--- config.mk ---
export PLATFORM = sky130hd
export DESIGN_NAME = pdm_demod
export DESIGN_NICKNAME = d
export VERILOG_FILES = /design/src/rtl/pdm_demod.sv
export SDC_FILE = /design/constraint.sdc
export NUM_CORES = 1
export LEC_CHECK = 0
export BUFFER_PORTS_ARGS = -buffer_cell sky130_fd_sc_hd__buf_2
export CORE_MARGIN = 3
export CORE_UTILIZATION = 35
export CTS_BUF_LIST = sky130_fd_sc_hd__clkbuf_4 sky130_fd_sc_hd__clkbuf_8
export DETAILED_ROUTE_END_ITERATION = 7
export GPL_TIMING_DRIVEN = 0
export PLACE_DENSITY = 0.48
export RECOVER_POWER = 25
export SYNTH_ARGS = -nofsm -noshare
export SYNTH_HDL_FRONTEND = slang
export SYNTH_SLANG_ARGS = --single-unit
--- constraint.sdc ---
create_clock -name clk -period 4.2 [get_ports clk]
set_input_delay 1.05 -clock clk [delete_from_list [all_inputs] [get_ports clk]]
set_output_delay 1.05 -clock clk [all_outputs]
set_load 0.03 [all_outputs]
--- src/rtl/pdm_demod.sv ---
// pdm_demod: pulse density demodulator.
// Counts ones in a 1-bit PDM stream over back-to-back windows of
// 2^DUTY_BITS accepted samples and reports the saturated count as a duty
// value with a single-cycle valid pulse. The first window after every
// enable is discarded to let synchroniser and source start-up settle.
module pdm_demod #(
    parameter int DUTY_BITS   = 8,
    parameter int SYNC_STAGES = 2
) (
    input  logic                 clk,
    input  logic                 rst,
    input  logic                 en,
    input  logic                 sample_en,
    input  logic                 pdm_in,
    output logic [DUTY_BITS-1:0] duty,
    output logic                 valid,
    output logic                 busy
);

    localparam logic [1:0] S_IDLE  = 2'd0;
    localparam logic [1:0] S_FLUSH = 2'd1;
    localparam logic [1:0] S_ACQ   = 2'd2;

    localparam logic [DUTY_BITS-1:0] WIN_LAST = '1;

    logic [SYNC_STAGES-1:0] r_sync;
    logic [1:0]             r_state;
    logic [DUTY_BITS-1:0]   r_win;
    logic [DUTY_BITS:0]     r_ones;
    logic [DUTY_BITS-1:0]   r_duty;
    logic                   r_valid;

    logic                   w_bit;
    logic                   w_last;
    logic [DUTY_BITS:0]     w_total;
    logic [DUTY_BITS-1:0]   w_sat;
    logic                   w_complete;

    assign w_bit      = r_sync[SYNC_STAGES-1];
    assign w_last     = sample_en && (r_win == WIN_LAST);
    assign w_total    = r_ones + {{DUTY_BITS{1'b0}}, w_bit};
    assign w_complete = (r_state == S_ACQ) && en && w_last;

    // Clamp a full-window count of 2^DUTY_BITS to the largest reportable duty
    always_comb begin
        w_sat = w_total[DUTY_BITS-1:0];
        if (w_total[DUTY_BITS]) begin
            w_sat = '1;
        end
    end

    // Synchronise the asynchronous PDM input
    always_ff @(posedge clk or negedge rst) begin
        if (!rst) begin
            r_sync <= '0;
        end else begin
            r_sync <= {r_sync[SYNC_STAGES-2:0], pdm_in};
        end
    end

    // Control FSM with window and ones counters; en low aborts to IDLE
    always_ff @(posedge clk or negedge rst) begin
        if (!rst) begin
            r_state <= S_IDLE;
            r_win   <= '0;
            r_ones  <= '0;
        end else begin
            case (r_state)
                S_IDLE: begin
                    r_win  <= '0;
                    r_ones <= '0;
                    if (en) begin
                        r_state <= S_FLUSH;
                    end
                end
                S_FLUSH: begin
                    if (!en) begin
                        r_state <= S_IDLE;
                        r_win   <= '0;
                        r_ones  <= '0;
                    end else if (w_last) begin
                        r_state <= S_ACQ;
                        r_win   <= '0;
                        r_ones  <= '0;
                    end else if (sample_en) begin
                        r_win  <= r_win + 1'b1;
                        r_ones <= w_total;
                    end
                end
                S_ACQ: begin
                    if (!en) begin
                        r_state <= S_IDLE;
                        r_win   <= '0;
                        r_ones  <= '0;
                    end else if (w_last) begin
                        r_win  <= '0;
                        r_ones <= '0;
                    end else if (sample_en) begin
                        r_win  <= r_win + 1'b1;
                        r_ones <= w_total;
                    end
                end
                default: begin
                    r_state <= S_IDLE;
                    r_win   <= '0;
                    r_ones  <= '0;
                end
            endcase
        end
    end

    // Register the completed window's duty and pulse valid for one cycle
    always_ff @(posedge clk or negedge rst) begin
        if (!rst) begin
            r_duty  <= '0;
            r_valid <= 1'b0;
        end else begin
            r_valid <= w_complete;
            if (w_complete) begin
                r_duty <= w_sat;
            end
        end
    end

    assign duty  = r_duty;
    assign valid = r_valid;
    assign busy  = (r_state != S_IDLE);

endmodule

# Word-level counts from Yosys, hierarchy flattened

Cells that the tools add are included.

Bits in registers: 30
Output and inout port bits: 10
Word-level logic and storage cells: 36

Mux-type cells: 14
Eq/ne operators: 7
Reduce and logical (&&, ||, !) cells: 7
Add/subtract/negate cells: 2

Operators with widths:

| operator                                                              | number |
|---|---|
| 8-bit 2-to-1 mux                                                      | 5 |
| 9-bit 2-to-1 mux                                                      | 4 |
| 9-bit by 1-bit adder with 9-bit output                                | 1 |
| 8-bit by 1-bit adder with 8-bit output, second input constant         | 1 |
| 8-bit equality test, second input constant                            | 1 |
| 2-bit 2-to-1 mux                                                      | 4 |
| 2-bit one-hot mux with 3 select lines                                 | 1 |
| 2-bit != test, second input constant                                  | 2 |
| 4-bit by 2-bit != test with 1-bit output, second input constant       | 1 |
| 1-bit logical AND                                                     | 3 |
| 3-bit != test, second input constant                                  | 1 |
| 3-bit AND reduction                                                   | 1 |
| 2-bit by 1-bit equality test with 1-bit output, second input constant | 1 |
| 2-bit equality test, second input constant                            | 1 |
| 2-bit logical NOT                                                     | 1 |
| 2-bit nonzero test                                                    | 1 |
| 2-bit OR reduction                                                    | 1 |

# Longest topological paths before layout

Gate-level depths: netlist of the first run.

Word-level depth: 5
Depth in mapped cells: 7
Gate-level depth less buffers: 6

# Worst setup path after synthesis of the first run

OpenSTA, ideal clock, no wires.

Kind: input port to flip-flop
Start point: in sample_en
End point: reg r_ones[2]
Cell stages on the path: 6
Path buffers: 2
Setup time: 0.121 ns
Arrival: 2.102 ns
Slack: 1.977 ns
Cell sequence: buf_2 -> nand4_2 -> o2111a_1 -> buf_6 -> a21o_1 -> a22o_1

Longest elaborated chain between the ends: 4
Elaborated cells on any way between the ends: 5
Classes of those cells: eq/ne: 1; mux: 3; reduce/logical: 1

Ends and longest elaborated chain:

| item                 | line | text |
|---|---|---|
| start, declared      | 13   | `input logic sample_en,` |
| 1-bit logical AND    | 40   | `assign w_last = sample_en && (r_win == WIN_LAST);` |
| 9-bit 2-to-1 mux     | 95   | `end else if (w_last) begin` |
| 9-bit 2-to-1 mux     | 91   | `if (!en) begin` |
| 9-bit 2-to-1 mux     | --   |  |
| end signal, assigned | 87   | `r_ones <= w_total;` |
| end signal, assigned | 100  | `r_ones <= w_total;` |
| end, declared        | 29   | `logic [DUTY_BITS:0] r_ones;` |

Parallel ways exist; a longest one is shown, timed or not.
A chain may end at the register's enable or synchronous reset.

# Final worst setup path of the first run

Start point: reg r_state[0]
End point: out busy

Longest elaborated chain between the ends: 1

Ends and longest elaborated chain:

| item                   | line | text |
|---|---|---|
| start, declared        | 27   | `logic [1:0] r_state;` |
| start signal, assigned | 64   | `r_state <= S_IDLE;` |
| start signal, assigned | 73   | `r_state <= S_FLUSH;` |
| start signal, assigned | 78   | `r_state <= S_IDLE;` |
| 2-bit nonzero test     | 127  | `assign busy = (r_state != S_IDLE);` |
| end, declared          | 17   | `output logic busy` |

Every way passes these cells.

==> results of run 1 <==
## synth_stat cells, types with 2 or more instances
master and number:
ha_1 6, o21ai_0 8, nand4_1 7, or3_1 2, nand3_1 3, xnor2_1 2, xor2_1 11, nand2_1 14
buf_6 2, a21oi_1 6, dfrtp_1 30, buf_2 3, a31oi_1 4, nand4_2 3, inv_1 5, a21oi_2 8
and3_1 4, clkbuf_1 2, nor2_1 18, nand2b_1 2
## worst paths after layout
check / slack, ps / endpoint / cells past startpoint / from
worst max-delay path: 1900 / busy / 4 / r_state[0]
worst min-delay path: 350 / r_sync[1] / 0 / r_sync[0]
worst max register to register: 2300 / duty[7] / 6 / r_win[0]
worst min register to register: 350 / r_sync[1] / 0 / r_sync[0]
max in group asynchronous: 2050 / r_win[0] / 1 / rst
min in group asynchronous: 1190 / r_state[1] / 1 / rst
## worst register-to-register path: cells and delay by family, from the launching register on
kind                     cells  cell delay (ps)
AND/OR/NAND/NOR              3              880
AO/OA/AOI/OAI                1               70
buffers and inverters        1              160
flip-flops                   1              380
adder cells (fa/ha/maj)      1              290
## cell usage in the layout (no fill, tap or decap), drive strengths merged
cell type	count
nand3b	1
o2111ai	1
or3	2
inv	5
a31oi	4
xnor2	2
a22o	1
nand4	10
mux2i	1
o21ai	8
a32oi	1
clkbuf	9
ha	6
o221ai	1
o2111a	1
nor3	1
nand3	3
or2	1
a21o	1
nor2	18
and3	4
dfrtp	30
and4	1
xor2	11
nand2b	2
o31ai	1
a21oi	14
nand2	14
a211o	1
buf	15
clkinv	2
## metrics by stage
step / util / total power, mW
4_1_cts: 0.424 / 0.669
6_report: 0.423 / 0.659
5_1_grt: 0.423 / 0.699
3_5_place_dp: 0.405 / 0.453
3_3_place_gp: 0.405 / 0.447
2_1_floorplan: - / 0.415
## flip-flops by register name, summed over array words and instances (netlist names)
name and cells:
r_sync 2, r_ones 9, r_state 2, r_win 8, valid 1, duty 8
## power breakdown
part	internal (mW)	switching (mW)
Combinational	0.0443	0.0890
Sequential	0.303	0.00859
Clock	0.111	0.104
Total	0.458	0.201
## per-layer routing
| layer | global-route usage | wire length, µm | up-vias |
|---|---|---|---|
| met5 | 0 | 0 | - |
| met3 | 0.0372 | 107 | 2 |
| met1 | 0.186 | 1540 | 537 |
| li1 | - | - | 573 |
| met2 | 0.209 | 1470 | 15 |
| met4 | 0.0615 | 22 | 0 |
## logic make-up (layout without fill, tap and decap cells)
group,count (synthesis),after routing,share of synthesized area
multiplexers,1,1,0.00644
XOR/XNOR,13,13,0.0733
AND/OR/NAND/NOR,57,57,0.196
AO/OA/AOI/OAI,34,34,0.151
flip-flops,30,30,0.483
adder cells (fa/ha/maj),6,6,0.0483
buffers and inverters,12,31,0.0411
## layout make-up
cell class / count / area share
flip-flops and latches: 30 / 0.428
multi-input cells: 111 / 0.422
clock buffers: 5 / 0.0393
well taps: 50 / 0.0357
repair buffers: 12 / 0.0335
plain buffers: 7 / 0.0250
inverters: 5 / 0.0107
clock inverters: 2 / 0.00571
==> impl_metrics.py, run 1 <==
metrics = {
    "timing": {
        "worst_slew_pin_slew_ps": 1650,
        "clock_skew_ps": 10.6,
        "finalHoldViolCount": 0,
        "period_share": 0.548,
        "setup_tns_ps": 0,
        "final-setup-viol-count": 0,
        "worst_slack_ps": 1900,
        "drv_slew": 31,
        "rsz0062_at_grt": "no",
        "maxSlewHeadroom": -0.102,
        "fin_crit_ps": 2300,
        "fmax_mhz": 434,
        "hold_slack_ps": 354,
    },
    "global_routing": {
        "track_usage": 0.139,
        "grt_pass1_wl_um": 5500,
        "grt_max_degree": 31,
        "overflow": 0,
        "grt_pass1_vias": 1163,
        "antenna_found_initial": 0,
    },
    "worst_setup_path": {
        "cp_common_cell": "inv_1",
        "crit_path_start_kind": "register",
        "critical-path-top-delay-family": "buffers and inverters",
        "critical_path_class": "register to output pin",
        "end_kind": "output pin",
        "path_cells": "inv_1 > ha_1 > inv_1 > buf_2",
        "critPathMaxStageDelay_ps": 380,
        "worstPathMaxFanout": 3,
        "crit_path_top_delay_cell": "dfrtp_1",
        "crit_required_ps": 3150,
        "cp.arrival_ps": 1250,
        "critPathBufInv": 3,
    },
    "final_layout": {
        "fin_nets": 183,
        "n_antenna_cell": 0,
        "seq_area_um2": 751,
        "final_cells": 222,
        "syn2layout_area_growth_pct": 12.8,
        "design_area_mm2": 0.00175,
        "multiInputGateArea_um2": 739,
        "fill_cells": 423,
        "layout-drive-gt1-share": 0.203,
    },
    "floorplan": {
        "die_y_um": 72.6,
        "coreArea_mm2": 0.00414,
        "die_area_mm2": 0.00528,
        "rows": 23,
        "start_util": 0.375,
        "io_pins": 15,
        "fp.dieW_um": 72.6,
    },
    "placed_design": {
        "place_area_mm2": 0.00168,
        "dp_slack_ps": 1730,
        "place_congestion": 0.767,
        "dp.final_hpwl_um": 2220,
        "dp.cells": 215,
        "port_buffers": 12,
    },
    "clocking": {
        "cts.sinks": 30,
        "insertion_delay_ps": 280,
        "post_cts.repair.setup_buffers": 0,
        "cts_buffers": 5,
        "cts_resized": 0,
        "ctsHoldBuffers": 0,
        "clkTransAtPathRegs_ps": 60,
        "cts_tree": "done",
        "clock-root-buffer": "clkbuf_8",
        "clockBufferDepth": 2,
        "htree_levels": 2,
    },
    "routing": {
        "vias": 1127,
        "drtIter0Drc": 92,
        "ant_nets": 0,
        "wl_per_cell_um": 14.2,
        "vias_per_cell": 5.08,
        "wl_um": 3140,
        "drc": 0,
        "first_pass_iters": 4,
    },
    "status": {
        "violations": "max-capacitance violations, max-slew violations",
        "status": "finished with violations",
    },
    "synth": {
        "ys_seq_area_frac": 0.483,
        "async_reset_ff_frac": 1.00,
        "synth_area_leader_cell": "dfrtp_1",
        "synth_ff_type": "dfrtp_1",
        "yosys.cell_types.count": 33,
        "synthTopCellsByArea": "dfrtp_1 (48%), xor2_1 (6.2%), ha_1 (4.8%), a21oi_2 (4.5%), nor2_1 (4.3%)",
        "syn_avg_cell_area_um2": 10.2,
        "netlist.area_leader.share": 0.483,
        "syn_inst": 153,
        "yosysWarnings": 0,
        "synth_area_mm2": 0.00155,
        "syn_nets": 164,
        "synth_seq_cells": 30,
        "synth_edf_count": 0,
    },
    "power_and_ir_drop": {
        "max-vdd-ir-drop_v": 0.000176,
        "p_leak_nw": 0.831,
        "pwr_density_cell_mw_per_mm2": 376,
    },
    "worst_hold_path": {
        "hp-class": "register to register",
    },
    "run": {
        "drv_cap": 1,
    },
}
Note: power is estimated with default switching activity, not from simulation.
==> run 2: changes to the inputs <==
PLACE_DENSITY = 0.5   (was 0.48)
clock period = 2.05 ns   (was 4.2 ns; I/O delays follow)
==> run 2 against run 1 <==
  * The run still ends with max-capacitance violations, max-slew violations left
  * Sequential power rose by 100%
  * Largest power group unchanged
  * Sequential share of layout area fell by 0.42 points
  * Utilization rose by 0.42 points
  * Register-to-register slack got worse by 2100 ps
  * Die area did not move
  * Flip-flop and latch count did not move
  * Critical path type is now register to register
  * Hold slack got worse by 14 ps
==> impl_metrics.py, run 2 (synthesis gave the netlist of run 1 again) <==
metrics = {
    "status": {
        "status": "finished with violations",
        "violations": "max-capacitance violations, max-slew violations",
    },
    "worst_setup_path": {
        "end_kind": "register",
        "critical_path_class": "register to register",
        "cp.arrival_ps": 2050,
        "critical-path-top-delay-family": "buffers and inverters",
        "critPathBufInv": 2,
        "crit_required_ps": 2200,
        "crit_path_start_kind": "register",
        "crit_path_top_delay_cell": "clkbuf_1",
        "worstPathMaxFanout": 10,
        "path_cells": "inv_1 > ha_1 > nand3b_1 > clkbuf_1 > nand4_1 > xor2_1 > nor2_1",
        "critPathMaxStageDelay_ps": 420,
    },
    "routing": {
        "wl_um": 3090,
        "first_pass_iters": 4,
        "wl_per_cell_um": 13.8,
        "vias_per_cell": 5.27,
        "vias": 1176,
        "drc": 0,
        "drtIter0Drc": 44,
        "ant_nets": 0,
    },
    "timing": {
        "worst_slack_ps": 158,
        "fin_crit_ps": 1890,
        "worst_slew_pin_slew_ps": 1640,
        "rsz0062_at_grt": "no",
        "hold_slack_ps": 340,
        "period_share": 0.923,
        "setup_tns_ps": 0,
        "drv_slew": 31,
        "maxSlewHeadroom": -0.0908,
        "final-setup-viol-count": 0,
        "finalHoldViolCount": 0,
        "fmax_mhz": 528,
        "clock_skew_ps": 3.22,
    },
    "floorplan": {
        "die_y_um": 72.6,
        "fp.dieW_um": 72.6,
        "die_area_mm2": 0.00528,
        "io_pins": 15,
        "coreArea_mm2": 0.00414,
        "start_util": 0.375,
        "rows": 23,
    },
    "clocking": {
        "cts_resized": 0,
        "cts_buffers": 5,
        "htree_levels": 2,
        "clock-root-buffer": "clkbuf_8",
        "cts.sinks": 30,
        "insertion_delay_ps": 280,
        "clockBufferDepth": 2,
        "clkTransAtPathRegs_ps": 60,
        "post_cts.repair.setup_buffers": 0,
        "ctsHoldBuffers": 0,
        "cts_tree": "done",
    },
    "power_and_ir_drop": {
        "max-vdd-ir-drop_v": 0.000446,
        "power.total_mw": 1.41,
        "p_leak_nw": 0.841,
        "pwr_density_cell_mw_per_mm2": 796,
    },
    "final_layout": {
        "final_cell_mix": "dfrtp_1 (30), nor2_1 (18), buf_2 (14), nand2_1 (14), xor2_1 (11)",
        "design_area_mm2": 0.00177,
        "fin_util": 0.427,
        "syn2layout_area_growth_pct": 13.9,
        "layout_commonest_cell": "dfrtp_1",
        "final_cells": 223,
        "fin_nets": 183,
        "largest_reg_flops": 9,
        "n_antenna_cell": 0,
        "layout-drive-gt1-share": 0.214,
        "largest-register": "r_ones",
    },
    "placed_design": {
        "place_congestion": 0.743,
        "port_buffers": 12,
        "dp.final_hpwl_um": 2180,
        "place_area_mm2": 0.00168,
        "dp.cells": 215,
        "dp_slack_ps": 158,
    },
    "global_routing": {
        "grt_max_degree": 31,
        "overflow": 0,
        "grt_pass1_vias": 1160,
        "grt_pass1_wl_um": 5380,
        "track_usage": 0.132,
        "antenna_found_initial": 0,
    },
    "run": {
        "drv_cap": 1,
    },
    "worst_hold_path": {
        "hp-class": "primary input to register",
    },
}
-- run 2: changes by cell type in the layout (fill, tap and decap cells not counted) --
cell and change:
buf_2 +1, clkbuf_1 -1, clkbuf_4 +1, clkbuf_8 +1
clkinv_2 -1
-- run 2: where the power goes --
group          internal [mW]  total, mW  switching [mW]  leakage (nW)
clock                  0.284      0.501           0.217        0.0517
combinational         0.0909      0.273           0.182         0.378
sequential             0.620      0.636          0.0159         0.412
total                  0.995       1.41           0.415         0.841
-- run 2: worst paths after layout --
kind	start	end	slack, ps	depth (start not counted)
setup reg to reg	r_state[1]	r_win[5]	160	7
max in group asynchronous	rst	duty[0]	460	1
hold reg to reg	r_sync[0]	r_sync[1]	360	0
hold / removal	pdm_in	r_sync[0]	340	1
setup / recovery	r_state[1]	r_win[5]	160	7
min in group asynchronous	rst	r_state[1]	650	1
-- run 2: area by class of cell --
cell class	count	area, µm²
Inverter	5	18.8
Clock inverter	1	5.00
Multi-Input combinational cell	111	739
Fill cell	408	2370
Tap cell	50	62.6
Sequential cell	30	751
Clock buffer	7	90.1
Buffer	7	45.0
Timing Repair Buffer	12	58.8
-- run 2: metal layers --
metal / part of all wire / routed length [µm] / GRT usage
met1: 0.47 / 1440 / 0.167
met2: 0.49 / 1510 / 0.217
met3: 0.035 / 109 / 0.0413
met4: 0.0097 / 30 / 0.0369
met5: 0 / 0 / 0
